===== src/rtl/mem_arbiter_pkg.sv =====
// mem_arbiter_pkg
//   Shared definitions for the memory arbiter: FSM state encoding, the EX/MEM
//   load/store operation codes, byte-length constants and small decode helpers.
//   No ports; imported by mem_arbiter and mem_arb_lane.
package mem_arbiter_pkg;

    typedef enum logic [1:0] {
        ST_IDLE  = 2'd0,
        ST_READ  = 2'd1,
        ST_WRITE = 2'd2,
        ST_DONE  = 2'd3
    } state_t;

    localparam logic [2:0] RD_OFF = 3'b000;
    localparam logic [2:0] RD_LB  = 3'b001;
    localparam logic [2:0] RD_LH  = 3'b010;
    localparam logic [2:0] RD_LW  = 3'b011;
    localparam logic [2:0] RD_LBU = 3'b100;
    localparam logic [2:0] RD_LHU = 3'b101;

    localparam logic [1:0] WR_OFF = 2'b00;
    localparam logic [1:0] WR_SB  = 2'b01;
    localparam logic [1:0] WR_SH  = 2'b10;
    localparam logic [1:0] WR_SW  = 2'b11;

    localparam logic [2:0] LEN_B = 3'd1;
    localparam logic [2:0] LEN_H = 3'd2;
    localparam logic [2:0] LEN_W = 3'd4;

    // Codes 110/111 are not loads; they behave exactly like "off".
    function automatic logic is_read_op(input logic [2:0] op);
        return (op >= RD_LB) && (op <= RD_LHU);
    endfunction

    function automatic logic [2:0] read_len(input logic [2:0] op);
        case (op)
            RD_LB, RD_LBU: return LEN_B;
            RD_LH, RD_LHU: return LEN_H;
            default:       return LEN_W;
        endcase
    endfunction

    function automatic logic [2:0] write_len(input logic [1:0] op);
        case (op)
            WR_SB:   return LEN_B;
            WR_SH:   return LEN_H;
            default: return LEN_W;
        endcase
    endfunction

endpackage


===== src/rtl/mem_arb_lane.sv =====
// mem_arb_lane
//   Combinational datapath lane of the memory arbiter: inserts one received
//   byte into the 32-bit assembly word and sign/zero-extends the finished word
//   according to the latched load code.
// Ports
//   asm_in    in  32  current assembly register contents
//   byte_in   in  8   byte just returned by the RAM
//   byte_idx  in  2   little-endian byte lane the byte belongs to
//   op        in  3   latched load code (IF fetches use the LW code)
//   asm_next  out 32  assembly word with byte_in placed in its lane
//   ext_data  out 32  extended value of asm_in
module mem_arb_lane
    import mem_arbiter_pkg::*;
(
    input  logic [31:0] asm_in,
    input  logic [7:0]  byte_in,
    input  logic [1:0]  byte_idx,
    input  logic [2:0]  op,
    output logic [31:0] asm_next,
    output logic [31:0] ext_data
);

    always_comb begin
        asm_next = asm_in;
        case (byte_idx)
            2'd0: asm_next[7:0]   = byte_in;
            2'd1: asm_next[15:8]  = byte_in;
            2'd2: asm_next[23:16] = byte_in;
            default: asm_next[31:24] = byte_in;
        endcase
    end

    // Stores also pass through here with an "off" code; their assembly word
    // stays zero, so the pass-through default keeps mem_rdata at 0.
    always_comb begin
        case (op)
            RD_LB:   ext_data = {{24{asm_in[7]}}, asm_in[7:0]};
            RD_LH:   ext_data = {{16{asm_in[15]}}, asm_in[15:0]};
            RD_LBU:  ext_data = {24'd0, asm_in[7:0]};
            RD_LHU:  ext_data = {16'd0, asm_in[15:0]};
            default: ext_data = asm_in;
        endcase
    end

endmodule


===== src/rtl/mem_arbiter.sv =====
// mem_arbiter
//   Shares one byte-wide synchronous RAM port between instruction fetch (IF)
//   and data load/store (MEM). Each access is serialised into byte transfers,
//   read data is assembled and extended, and a one-cycle done pulse is given to
//   the owner. stall_o is raised while busy or while any request is pending.
//   Optional feature macro: MEM_ARB_FAIR_EN (alternate winner on IF/MEM ties);
//   without it MEM always wins ties.
// Ports
//   clk, rst_n              clock, asynchronous active-low reset
//   if_req/if_addr          IF word request, held until if_done
//   if_data/if_done         fetched word and completion pulse
//   mem_read/mem_write      load (3-bit) and store (2-bit) codes
//   mem_addr/mem_wdata      load/store byte address and store data
//   mem_rdata/mem_done      extended load data and completion pulse
//   ram_addr/ram_wr/ram_dout  RAM address, write strobe, write byte
//   ram_din                 RAM read byte, valid one cycle after its address
//   stall_o                 pipeline stall request
module mem_arbiter
    import mem_arbiter_pkg::*;
#(
    parameter int ADDR_W = 32
) (
    input  logic              clk,
    input  logic              rst_n,
    input  logic              if_req,
    input  logic [ADDR_W-1:0] if_addr,
    output logic [31:0]       if_data,
    output logic              if_done,
    input  logic [2:0]        mem_read,
    input  logic [1:0]        mem_write,
    input  logic [ADDR_W-1:0] mem_addr,
    input  logic [31:0]       mem_wdata,
    output logic [31:0]       mem_rdata,
    output logic              mem_done,
    output logic [ADDR_W-1:0] ram_addr,
    output logic              ram_wr,
    output logic [7:0]        ram_dout,
    input  logic [7:0]        ram_din,
    output logic              stall_o
);

    state_t            state;
    state_t            next_state;
    logic [2:0]        cnt;
    logic [2:0]        len;
    logic [2:0]        op;
    logic [ADDR_W-1:0] base;
    logic [31:0]       wdata;
    logic              owner_mem;
    logic [31:0]       asm_q;
    logic [31:0]       asm_next;
    logic [31:0]       ext_data;
    logic              mem_rd_req;
    logic              mem_wr_req;
    logic              mem_req;
    logic              prefer_mem;
    logic              grant_mem;
    logic              grant_if;
    logic [ADDR_W-1:0] cur_addr;

    assign mem_rd_req = is_read_op(mem_read);
    assign mem_wr_req = (mem_write != WR_OFF);
    assign mem_req    = mem_rd_req | mem_wr_req;
    assign cur_addr   = base + ADDR_W'(cnt);

`ifdef MEM_ARB_FAIR_EN
    // Remembers who won the last grant so a tie goes to the other side.
    logic last_mem;
    assign prefer_mem = ~last_mem;
`else
    assign prefer_mem = 1'b1;
`endif

    assign grant_mem = (state == ST_IDLE) & mem_req & (~if_req | prefer_mem);
    assign grant_if  = (state == ST_IDLE) & if_req & ~grant_mem;

    // Gated by rst_n so every output reads 0 while reset is held.
    assign stall_o = rst_n & ((state != ST_IDLE) | mem_req | if_req);

    mem_arb_lane u_lane (
        .asm_in   (asm_q),
        .byte_in  (ram_din),
        .byte_idx (2'(cnt - 3'd1)),
        .op       (op),
        .asm_next (asm_next),
        .ext_data (ext_data)
    );

    always_ff @(posedge clk or negedge rst_n) begin
        if (!rst_n) state <= ST_IDLE;
        else        state <= next_state;
    end

    // READ runs N+1 cycles because byte k arrives one cycle after its address.
    always_comb begin
        next_state = state;
        case (state)
            ST_IDLE: begin
                if (grant_mem)     next_state = mem_wr_req ? ST_WRITE : ST_READ;
                else if (grant_if) next_state = ST_READ;
            end
            ST_READ:  if (cnt == len)         next_state = ST_DONE;
            ST_WRITE: if (cnt == len - 3'd1)  next_state = ST_DONE;
            default:  next_state = ST_IDLE;
        endcase
    end

    // Operand latch, byte counter and read assembly. Write wins over read.
    always_ff @(posedge clk or negedge rst_n) begin
        if (!rst_n) begin
            cnt       <= '0;
            len       <= '0;
            op        <= RD_OFF;
            base      <= '0;
            wdata     <= '0;
            owner_mem <= 1'b0;
            asm_q     <= '0;
`ifdef MEM_ARB_FAIR_EN
            last_mem  <= 1'b0;
`endif
        end else begin
            case (state)
                ST_IDLE: begin
                    cnt   <= '0;
                    asm_q <= '0;
                    if (grant_mem) begin
                        base      <= mem_addr;
                        wdata     <= mem_wdata;
                        owner_mem <= 1'b1;
                        op        <= mem_wr_req ? RD_OFF : mem_read;
                        len       <= mem_wr_req ? write_len(mem_write) : read_len(mem_read);
`ifdef MEM_ARB_FAIR_EN
                        last_mem  <= 1'b1;
`endif
                    end else if (grant_if) begin
                        base      <= if_addr;
                        wdata     <= '0;
                        owner_mem <= 1'b0;
                        op        <= RD_LW;
                        len       <= LEN_W;
`ifdef MEM_ARB_FAIR_EN
                        last_mem  <= 1'b0;
`endif
                    end
                end
                ST_READ: begin
                    cnt <= cnt + 3'd1;
                    if (cnt != 3'd0) asm_q <= asm_next;
                end
                ST_WRITE: cnt <= cnt + 3'd1;
                default:  cnt <= '0;
            endcase
        end
    end

    always_comb begin
        ram_addr  = '0;
        ram_wr    = 1'b0;
        ram_dout  = 8'd0;
        if_data   = 32'd0;
        if_done   = 1'b0;
        mem_rdata = 32'd0;
        mem_done  = 1'b0;
        case (state)
            ST_READ: begin
                if (cnt < len) ram_addr = cur_addr;
            end
            ST_WRITE: begin
                ram_addr = cur_addr;
                ram_wr   = 1'b1;
                case (cnt[1:0])
                    2'd0:    ram_dout = wdata[7:0];
                    2'd1:    ram_dout = wdata[15:8];
                    2'd2:    ram_dout = wdata[23:16];
                    default: ram_dout = wdata[31:24];
                endcase
            end
            ST_DONE: begin
                if (owner_mem) begin
                    mem_done  = 1'b1;
                    mem_rdata = ext_data;
                end else begin
                    if_done = 1'b1;
                    if_data = ext_data;
                end
            end
            default: ;
        endcase
    end

endmodule


===== config.mk =====
export PLATFORM = sky130hd
export DESIGN_NAME = mem_arbiter
export DESIGN_NICKNAME = d
export VERILOG_FILES = /design/src/rtl/mem_arbiter_pkg.sv /design/src/rtl/mem_arb_lane.sv /design/src/rtl/mem_arbiter.sv
export SDC_FILE = /design/constraint.sdc
export NUM_CORES = 1
export LEC_CHECK = 0
export ABC_AREA = 1
export BUFFER_PORTS_ARGS = -buffer_cell sky130_fd_sc_hd__buf_4
export CORE_MARGIN = 2
export CORE_UTILIZATION = 47
export DETAILED_ROUTE_END_ITERATION = 8
export GPL_TIMING_DRIVEN = 0
export PLACE_DENSITY_LB_ADDON = 0.12
export SLEW_MARGIN = 5
export SYNTH_ARGS = -nofsm -noshare
export SYNTH_HDL_FRONTEND = slang
export SYNTH_SLANG_ARGS = --single-unit

===== constraint.sdc =====
create_clock -name clk -period 2.75 [get_ports clk]
set_input_delay 0.825 -clock clk [delete_from_list [all_inputs] [get_ports clk]]
set_output_delay 0.825 -clock clk [all_outputs]
set_load 0.005 [all_outputs]

==> impl_results.md, run 1 <==
* Switching power at 5.191 mW
* WP data required at 1.93 ns
* All-Layer GR Usage at 0.2856
* Final setup violation count at 32
* # diodes at 0
* CP endpoint kind: output pin
* Worst Skew at 0.007814 ns
* Antenna-violating nets left at 0
* Most frequent cells in the layout: 279 x nand2_1, 237 x buf_4, 162 x nor2_1
* Yosys cell types at 33
* Max frequency at 0.3169 GHz
* # DRC at 0
* CP delay by family, top: simple AND/OR/NAND/NOR gates
* Slowest stage cell, crit path: dfrtp_1
* Max_slew headroom at 0.5868
* Cells after synthesis at 977
* Largest net degree at the start of global routing at 110
* RSZ-0062 raised after global routing: true
* Final Hold Viols at 0
* DR vias at 7545
* CP Launch Type: register
* Initial Util at 0.4829
* Mapped cell area at 6703 sq um
* Power share of the clock group at 0.121
* Critical Path AT at 2.33 ns
* Nets at 1383
* Yosys warnings at 0
* Max stage delay on crit path at 0.37 ns
* Clock H-tree levels at 3
* Core box area at 13880 sq um
* PD cells at 1110 nW/um^2
* CTS Buf Count at 9
* Synth Area per Inst at 6.860 sq um
* Final Total Pwr at 11.09 mW
* Clk root buf: clkbuf_16
* Final cell count without fillers at 1434
* I/O pin total at 220
* Worst-Skew Late Latency at 0.36 ns
* Fill count at 1138
* Internal at 5.903 mW
* Setup TNS at -7.857 ns
* Final period util at 1.147
* Gate power share at 0.621
* LEAKAGE at 4.878 nW
* Die ar. at 15230 sq um
* Port bufs at 219
* CP max FO at 6
* Chip width at 123.4 um
* Synth-to-Final Area Change at 49.13%
* Dpl cells at 1376
* CTS tree: done
* Post-Route WL at 22110 um
* Via density at 5.262
* Final setup margin at -0.4053 ns
* Buf/Inv on CP at 5
* Vias in the first global route at 7131
* Most common cell after layout, fill and taps aside: nand2_1
* Placement Rows at 43
* Hold Crit Class: input pin to asynchronous set/reset pin
* Overflow after GRT at 0
* Clock-pin slew on the worst setup and hold paths at 0.08 ns
* Outcome: finished with violations
* Clk buf depth at 2
* Slew @ Worst Pin at 0.6198 ns
* Sequential share of power at 0.258
* #FFs+latches synth at 108
* CP Cell Sequence: ha_2, inv_2, fa_2, inv_2, nand3_2, nand2_4, buf_4, inv_1, nor2_4, nand2_1, nand2_1, nand2_1, nor2_1, buf_4
* Detailed Routing Iterations Pass 1 at 7
* Crit-path most repeated cell: nand2_1
* Fin crit period at 3.155 ns
* Placer Congestion at 0.8892
* Seq/Total Area, Yosys at 0.4032
* Post-synthesis net count at 1111
* First-pass GRT wire length at 34020 um
* Switching Share at 0.4679
* Initial antenna violation count at 0
* # hold bufs at CTS at 0
* Worst IR drop on VDD at 0.6019 mV
* Routed WL per cell at 15.42 um
* Fin. max-slew vios at 0
* Die Y at 123.4 um
* Share of layout cells above drive strength 1 at 0.3573
* Drt first-iter violations at 462
* Failing checks: negative setup slack
* Setup CP Type: register to output pin
* Clock tree sinks at 108
* Max-Cap Viols at 0
* Dpl hpwl at 15120 um
-- Yosys cell counts --
master    count  area share
nand4_1       6      0.0056
xnor2_1       1      0.0013
o21ai_2       6      0.0078
buf_1         3      0.0017
or2_2         1     0.00093
buf_6         9       0.015
nand2_4       1      0.0017
clkbuf_1     12      0.0067
buf_2        18       0.013
nand2_2       5      0.0047
a21oi_1      30       0.022
inv_1        65       0.036
nand3_1      30       0.022
fa_1          1      0.0030
dfrtp_1     108        0.40
o21ai_1      49       0.037
a21oi_2       2      0.0026
xor2_1        6      0.0078
nand3b_1      4      0.0045
a31oi_1       8      0.0075
buf_4         1      0.0011
and2_1        1     0.00093
ha_1         21       0.039
nand2_1     304        0.17
o22ai_1       1     0.00093
nor2_2        4      0.0037
o21ai_0      74       0.055
inv_2         6      0.0034
o211ai_1      1      0.0011
o211ai_2      4      0.0075
nor2_1      188        0.11
nor3b_1       2      0.0022
nor3_1        5      0.0037
-- power groups by stage --
stage | combinational [mW] | sequential [mW] | clock [mW]
detailed placement | 5.17 | 2.83 | 0
floorplan | 3.48 | 2.63 | 0
CTS | 6.06 | 2.82 | 1.35
finish | 6.89 | 2.86 | 1.34
global placement | 5.08 | 2.82 | 0
global route | 7.61 | 2.93 | 1.42
-- routing by layer --
metal	routed length (um)	up-vias	GRT usage	part of all wire
met1	8816	3501	0.3557	0.40
li1	-	3652	-	-
met3	1590	60	0.05581	0.072
met4	722	0	0.1037	0.033
met2	10980	332	0.4914	0.50
met5	0	-	0	0
-- repair_timing --
action / CTS / global route
setup buffers: 28 / 16
pin swaps: 28 / 39
gates cloned: 3 / 1
gates resized for setup: 116 / 108
endpoints found under the setup margin: 63 / 83
-- final cells by class --
cell class,instances,area [sq um],area share
sequential,108,2708,0.2709
clock inverter,6,71.32,0.007135
multi-input combinational,755,4044,0.4046
clock buffer,10,229.0,0.02291
buffer,41,325.3,0.03254
timing repair buffer,263,2112,0.2113
tap,180,225.2,0.02253
inverter,71,281.5,0.02816
-- flip-flops by register name, summed over array words and instances, names as in the netlist --
name	cells
owner_mem	1
base	32
state	2
wdata	32
cnt	3
len	3
op	3
asm_q	32
-- worst reg2reg max path: cells and delay by family, from the launching register on --
kind,cells,cell delay [ns]
AOI/OAI and AO/OA,1,0.17
and+or+nand+nor,4,0.24
buffers and inverters,11,1.38
adders and majority gates,1,0.27
DFF,1,0.44
-- through the flow --
stage,util,setup slack [ns],area (sq um),hold WS [ns]
after CTS,0.6857,-0.3929,9518,0.4723
after floorplan,-,0.05250,6703,0.4367
after global routing,0.7201,-0.5093,9996,0.4499
after detailed placement,0.6178,-0.4763,8576,0.4540
after global placement,0.6175,-0.4314,8572,0.4500
final,0.7201,-0.4053,9996,0.3797
-- path summary, 6_finish.rpt --
path	from	to	slack, ns	cells past startpoint
max in group asynchronous	rst_n	cnt[1]	1.86	1
max reg2reg	cnt[1]	state[0]	0.14	17
max	base[0]	ram_addr[28]	-0.41	14
min reg2reg	wdata[31]	wdata[31]	0.47	2
min	rst_n	base[8]	0.38	1
min in group clk	wdata[31]	wdata[31]	0.47	2
-- cells by family (layout without fill, tap and decap cells) --
group                    Yosys count  count (layout)  share of synthesized area
adder cells (fa/ha/maj)           22              22                    0.04219
flip-flops                       108             108                     0.4032
AND/OR/NAND/NOR                  551             551                     0.3259
AO/OA/AOI/OAI                    175             175                     0.1417
XOR/XNOR                           7               7                   0.009147
buffers and inverters            114             391                    0.07784
(Power assumes the default switching activity.)
==> run 2, diff against run 1 <==
- ABC_AREA: 1 -> default
- CORE_UTILIZATION: 47 -> 40
==> impl_results.md, run 2 <==
* Outcome: finished with violations
* Failing checks: negative setup slack
* Share of layout cells above drive strength 1 at 0.4057 (+0.04840)
* Vias in the first global route at 6057 (-15%)
* Nets at 1083 (-22%)
* Regs by FF count: asm_q (32), base (32), wdata (32)
* Hold slack at 0.4296 ns (+0.04996 ns)
* First-pass GRT wire length at 31850 um (-6.4%)
* Ys flop type: dfrtp_1
* Die Y at 129.1 um (+4.6%)
* Placer Congestion at 0.8726 (-1.9%)
* Fin util at 0.6233 (-0.09683)
* CP max FO at 7 (+1)
* Dpl hpwl at 14810 um (-2.0%)
* Clock H-tree levels at 3 (unchanged)
* Seq/Total Area, Yosys at 0.4316 (+0.02836)
* Max-Cap Viols at 0 (unchanged)
* Max frequency at 0.2773 GHz (-13%)
* Number of synthesized flops with an enable pin at 0 (unchanged)
* Setup CP Type: register to output pin
* Setup TNS at -18.60 ns (-10.75 ns)
* Most frequent cell after synthesis: dfrtp_1
* Core box area at 15260 sq um (+9.9%)
* Overflow after GRT at 0 (unchanged)
* Most common cell after layout, fill and taps aside: buf_4
* Yosys cell types at 55 (+67%)
* Clock-pin slew on the worst setup and hold paths at 0.07 ns (about the same)
* Initial antenna violation count at 0 (unchanged)
* Fin. max-slew vios at 0 (unchanged)
* Xor/xnor share of the synthesized area at 0.02478 (+0.01563)
* Fill count at 1285 (+13%)
* RSZ-0062 raised after global routing: true
* Yosys warnings at 0 (unchanged)
* Worst IR drop on VDD at 0.4236 mV (-30%)
* Mapped cell area at 6262 sq um (-6.6%)
* Hold Crit Class: input pin to asynchronous set/reset pin
* Ys async rst share at 1.000 (unchanged)
* # diodes at 0 (unchanged)
* Synth-to-Final Area Change at 51.87%
* Post-synthesis net count at 820 (-26%)
* PD cells at 1063 nW/um^2 (-4.2%)
* All-Layer GR Usage at 0.2441 (-0.04147)
* Compound-gate portion of the synthesized area at 0.2753 (+0.1336)
* Post-Route WL at 21350 um (-3.5%)
* DR vias at 6558 (-13%)
* Multiplexer share of the synthesized area at 0.006993 (+0.006993)
* Port bufs at 219 (unchanged)
* Clock tree sinks at 108 (unchanged)
* Die ar. at 16670 sq um (+9.5%)
* Final Hold Viols at 0 (unchanged)
* CTS tree: done
* WP data required at 1.93 ns (about the same)
* CP Launch Type: register
* Final setup margin at -0.8561 ns (-0.4508 ns)
* Initial Util at 0.4104 (-0.07246)
* Largest net degree at the start of global routing at 110 (unchanged)
* Detailed Routing Iterations Pass 1 at 5 (-2)
* Clk buf depth at 2 (unchanged)
* #FFs+latches synth at 108 (unchanged)
* Cell taking the most area after synthesis: dfrtp_1
* Most frequent cells in the layout: 239 x buf_4, 105 x dfrtp_1, 59 x nand2_1
* Main combinational cell family by area after synthesis: compound AO/OA/AOI/OAI gates
* Area contributors post-synth: dfrtp_1 43%, a22oi_1 4.9%, a22o_1 4.5%
* Synth Area in Adders at 0.04515 (+0.002967)
* Drt first-iter violations at 611 (+32%)
* I/O pin total at 220 (unchanged)
* Synth Area per Inst at 9.129 sq um (+33%)
* Final setup violation count at 40 (+25%)
* Final period util at 1.311 (+0.1639)
* Antenna-violating nets left at 0 (unchanged)
* Simple-gate share of the synthesized area at 0.1722 (-0.1537)
* # hold bufs at CTS at 0 (unchanged)
* Max_slew headroom at 0.4942 (-0.09254)
* Clk root buf: clkbuf_16
* Slew @ Worst Pin at 0.7551 ns (+0.1353 ns)
* Fin crit period at 3.606 ns (+0.4508 ns)
* Placement Rows at 45 (+4.7%)
* Commonest cells post-synth: 108 x dfrtp_1, 64 x nor2_1, 61 x nand2_1
* Via density at 5.629 (+7.0%)
* Chip width at 129.1 um (+4.6%)
* LEAKAGE at 4.258 nW (-13%)
* Worst-Skew Late Latency at 0.35 ns (about the same)
* Cells after synthesis at 686 (-30%)
* Top-area cell type share of the netlist area at 0.4316 (+0.02836)
* # DRC at 0 (unchanged)
* CTS Buf Count at 9 (unchanged)
* Worst Skew at 0.008367 ns (+0.0005532 ns)
* Pre-CTS setup slack at -0.7178 ns (-0.2415 ns)
* Routed WL per cell at 18.32 um (+19%)
* Critical Path AT at 2.78 ns (+0.45 ns)
* CP endpoint kind: output pin
[run 2: area by class of cell]
type	instances	area (sq um)	share of cell area
sequential	108	2706	0.2846
buffer	41	259.0	0.02723
clock inverter	6	93.84	0.009867
clock buffer	10	229.0	0.02408
timing repair buffer	260	2083	0.2191
inverter	20	85.08	0.008946
multi-input combinational	509	3790	0.3985
tap	211	264.0	0.02776
[run 2: power breakdown]
| group | switching [mW] | internal, mW |
|---|---|---|
| Clock | 0.611 | 0.809 |
| Sequential | 0.685 | 2.30 |
| Combinational | 2.98 | 2.73 |
| Total | 4.28 | 5.84 |
[run 2: layer usage]
metal,share of wire,up-vias,track usage
li1,-,3054,-
met1,0.44,3201,0.3542
met2,0.47,263,0.3824
met3,0.062,40,0.03055
met4,0.020,0,0.07673
met5,0,-,0
[run 2: critical path, cell delays in order (launching register included)]
cell and delay (ns):
dfrtp_1 0.42, ha_4 0.16, inv_2 0.04, fa_2 0.36, nand2b_4 0.15, a2111o_1 0.49, buf_6 0.19, or3_4 0.34
a21oi_4 0.16, buf_6 0.11
[run 2: logic make-up after synthesis]
kind of cell / count (synthesis)
AOI/OAI and AO/OA: 248
and+or+nand+nor: 218
muxes: 4
buffers and inverters: 70
DFF: 108
xor gates and xnor gates: 16
adders and majority gates: 22
[run 2: path summary, 6_finish.rpt]
| path | start | to | slack [ns] | cells after the start |
|---|---|---|---|---|
| max in group asynchronous | rst_n | cnt[0] | 1.84 | 1 |
| setup / recovery | base[0] | ram_addr[22] | -0.86 | 9 |
| min in group clk | asm_q[16] | asm_q[16] | 0.48 | 2 |
| setup reg to reg | state[0] | wdata[10] | 0.27 | 6 |
| hold / removal | rst_n | asm_q[16] | 0.43 | 1 |
| hold reg to reg | asm_q[16] | asm_q[16] | 0.48 | 2 |
[run 2: through the flow]
stage	cells	cell area (sq um)	total power, mW
after floorplan	686	6347	5.601
after global placement	1116	8255	7.166
after detailed placement	1116	8259	7.302
after CTS	1148	9052	9.357
after global routing	1165	9510	10.77
final	1165	9510	10.11
[run 2: repair_timing]
item	in CTS	in global routing
setup buffers	22	19
gates cloned	2	3
pin swaps	26	39
endpoints found under the setup margin	97	84
resized for setup	93	77
==> run 3, diff against run 2 <==
- BUFFER_PORTS_ARGS: -buffer_cell sky130_fd_sc_hd__buf_4 -> -buffer_cell sky130_fd_sc_hd__buf_2
- CORE_MARGIN: 2 -> default
- CORE_UTILIZATION: 40 -> 46
==> impl_results.md, run 3 (same netlist as run 2, synthesis figures left out) <==
* Failing checks: negative setup slack
* Critical Path AT at 2.77 ns (about the same)
* Hold Crit Class: input pin to asynchronous set/reset pin
* DR top layer: met4
* Pre-CTS setup slack at -0.7409 ns (-0.02306 ns)
* Routed WL per cell at 17.88 um (-2.4%)
* Setup TNS at -17.35 ns (+1.253 ns)
* Fin. max-slew vios at 0 (unchanged)
* Met3 wire length at 1316 um (-1.1%)
* DR vias at 6523 (-0.53%)
* Fill count at 1096 (-15%)
* Overflow after GRT at 0 (unchanged)
* Antenna-violating nets left at 0 (unchanged)
* CP max FO at 5 (-2)
* Placer Congestion at 0.8585 (-1.6%)
* Port bufs at 219 (unchanged)
* Synth-to-Final Area Change at 39.68%
* Metal2 WL at 9429 um (-6.9%)
* Initial antenna violation count at 0 (unchanged)
* Final period util at 1.309 (-0.002661)
* Most common cell after layout, fill and taps aside: buf_2
* Fin crit period at 3.599 ns (-0.007318 ns)
* WP data required at 1.93 ns (about the same)
* Nets at 1077 (-0.55%)
* # DRC at 0 (unchanged)
* Vias in the first global route at 6122 (+1.1%)
* Detailed Routing Iterations Pass 1 at 5 (unchanged)
* # hold bufs at CTS at 0 (unchanged)
* Drt first-iter violations at 451 (-26%)
* Clock-pin slew on the worst setup and hold paths at 0.08 ns (about the same)
* Setup CP Type: register to output pin
* Fin util at 0.6605 (+0.03724)
* Via density at 5.809 (+3.2%)
* PD cells at 1092 nW/um^2 (+2.7%)
* All-Layer GR Usage at 0.2775 (+0.03335)
* Share of layout cells above drive strength 1 at 0.3960 (-0.009673)
* Worst Skew at 0.009227 ns (+0.0008606 ns)
* Final Hold Viols at 0 (unchanged)
* RSZ-0062 raised after global routing: true
* Met1 Wirelength at 8812 um (-6.9%)
* CTS Buf Count at 9 (unchanged)
* Chip width at 118.7 um (-8.1%)
* CTS tree: done
* Most frequent cells in the layout: 226 x buf_2, 105 x dfrtp_1, 60 x nand2_1
* Final setup margin at -0.8488 ns (+0.007318 ns)
* Post-Route WL at 20080 um (-5.9%)
* Clk buf depth at 2 (unchanged)
* Worst IR drop on VDD at 0.4676 mV (+10%)
* CP endpoint kind: output pin
* Initial Util at 0.4729 (+0.06247)
* Placement Rows at 42 (-6.7%)
* Dpl hpwl at 13790 um (-6.9%)
* # diodes at 0 (unchanged)
* Clock H-tree levels at 3 (unchanged)
* Clk root buf: clkbuf_16
* Die ar. at 14080 sq um (-16%)
* LEAKAGE at 4.099 nW (-3.7%)
* Outcome: finished with violations
* Worst-Skew Late Latency at 0.36 ns (about the same)
* Core box area at 13240 sq um (-13%)
* Clock tree sinks at 108 (unchanged)
* Max-Cap Viols at 0 (unchanged)
* Largest net degree at the start of global routing at 82 (-25%)
* Die Y at 118.7 um (-8.1%)
* CP Launch Type: register
* Slew @ Worst Pin at 0.7726 ns (+0.01751 ns)
* Max_slew headroom at 0.4821 (-0.01213)
* Max frequency at 0.2779 GHz (+0.20%)
* Final setup violation count at 40 (unchanged)
* I/O pin total at 220 (unchanged)
* First-pass GRT wire length at 30800 um (-3.3%)
* Final Total Pwr at 9.549 mW (-5.6%)
* Regs by FF count: asm_q (32), base (32), wdata (32)
[run 3: path summary, 6_finish.rpt]
| path | from | to | slack [ns] | cells after the start |
|---|---|---|---|---|
| setup reg to reg | state[0] | wdata[13] | 0.29 | 6 |
| max in group asynchronous | rst_n | state[0] | 1.86 | 2 |
| setup / recovery | cnt[0] | ram_addr[28] | -0.85 | 8 |
| hold / removal | rst_n | asm_q[21] | 0.34 | 1 |
| min in group clk | asm_q[16] | asm_q[16] | 0.48 | 2 |
| hold reg to reg | asm_q[16] | asm_q[16] | 0.48 | 2 |
[run 3: cell type report]
type	instances	area (sq um)	share of cell area
multi-input cells	510	3711	0.4243
clock inverters	6	118.9	0.01359
plain buffers	41	242.7	0.02775
well taps	176	220.2	0.02518
repair buffers	253	1439	0.1645
clock buffers	9	225.2	0.02575
flip-flops and latches	108	2706	0.3094
inverters	20	83.83	0.009584
[run 3: worst max-delay path: stages, from the launching register on]
cell	delay [ns]
dfrtp_2	0.40
ha_4	0.15
inv_2	0.03
fa_2	0.36
nand2b_4	0.17
a2111o_1	0.50
or4_4	0.53
a21oi_2	0.15
buf_2	0.13
[run 3: metal layers]
layer  track usage  vias to the layer above
li1              -                     3062
met1        0.3814                     3144
met2        0.4412                      272
met3       0.04247                       45
met4        0.1060                        0
met5             0                        -
[run 3: metrics by stage]
step | hold WS (ns) | std cells | area [sq um]
after CTS | 0.3341 | 1108 | 8378
after detailed placement | 0.4703 | 1082 | 7697
after global routing | 0.3521 | 1123 | 8747
final | 0.3393 | 1123 | 8747
after floorplan | 0.4502 | 686 | 6347
after global placement | 0.4630 | 1081 | 7664
[run 3: where the power goes]
| group | switching (mW) | internal, mW |
|---|---|---|
| sequential | 0.670 | 2.30 |
| clock | 0.625 | 0.897 |
| combinational | 2.80 | 2.26 |
| total | 4.10 | 5.45 |
[run 3: what timing repair did]
action	4_1_cts	5_1_grt
cloned	2	3
setup buffers	16	16
pin swaps	17	26
gates resized for setup	71	57
endpoints found under the setup margin	97	150
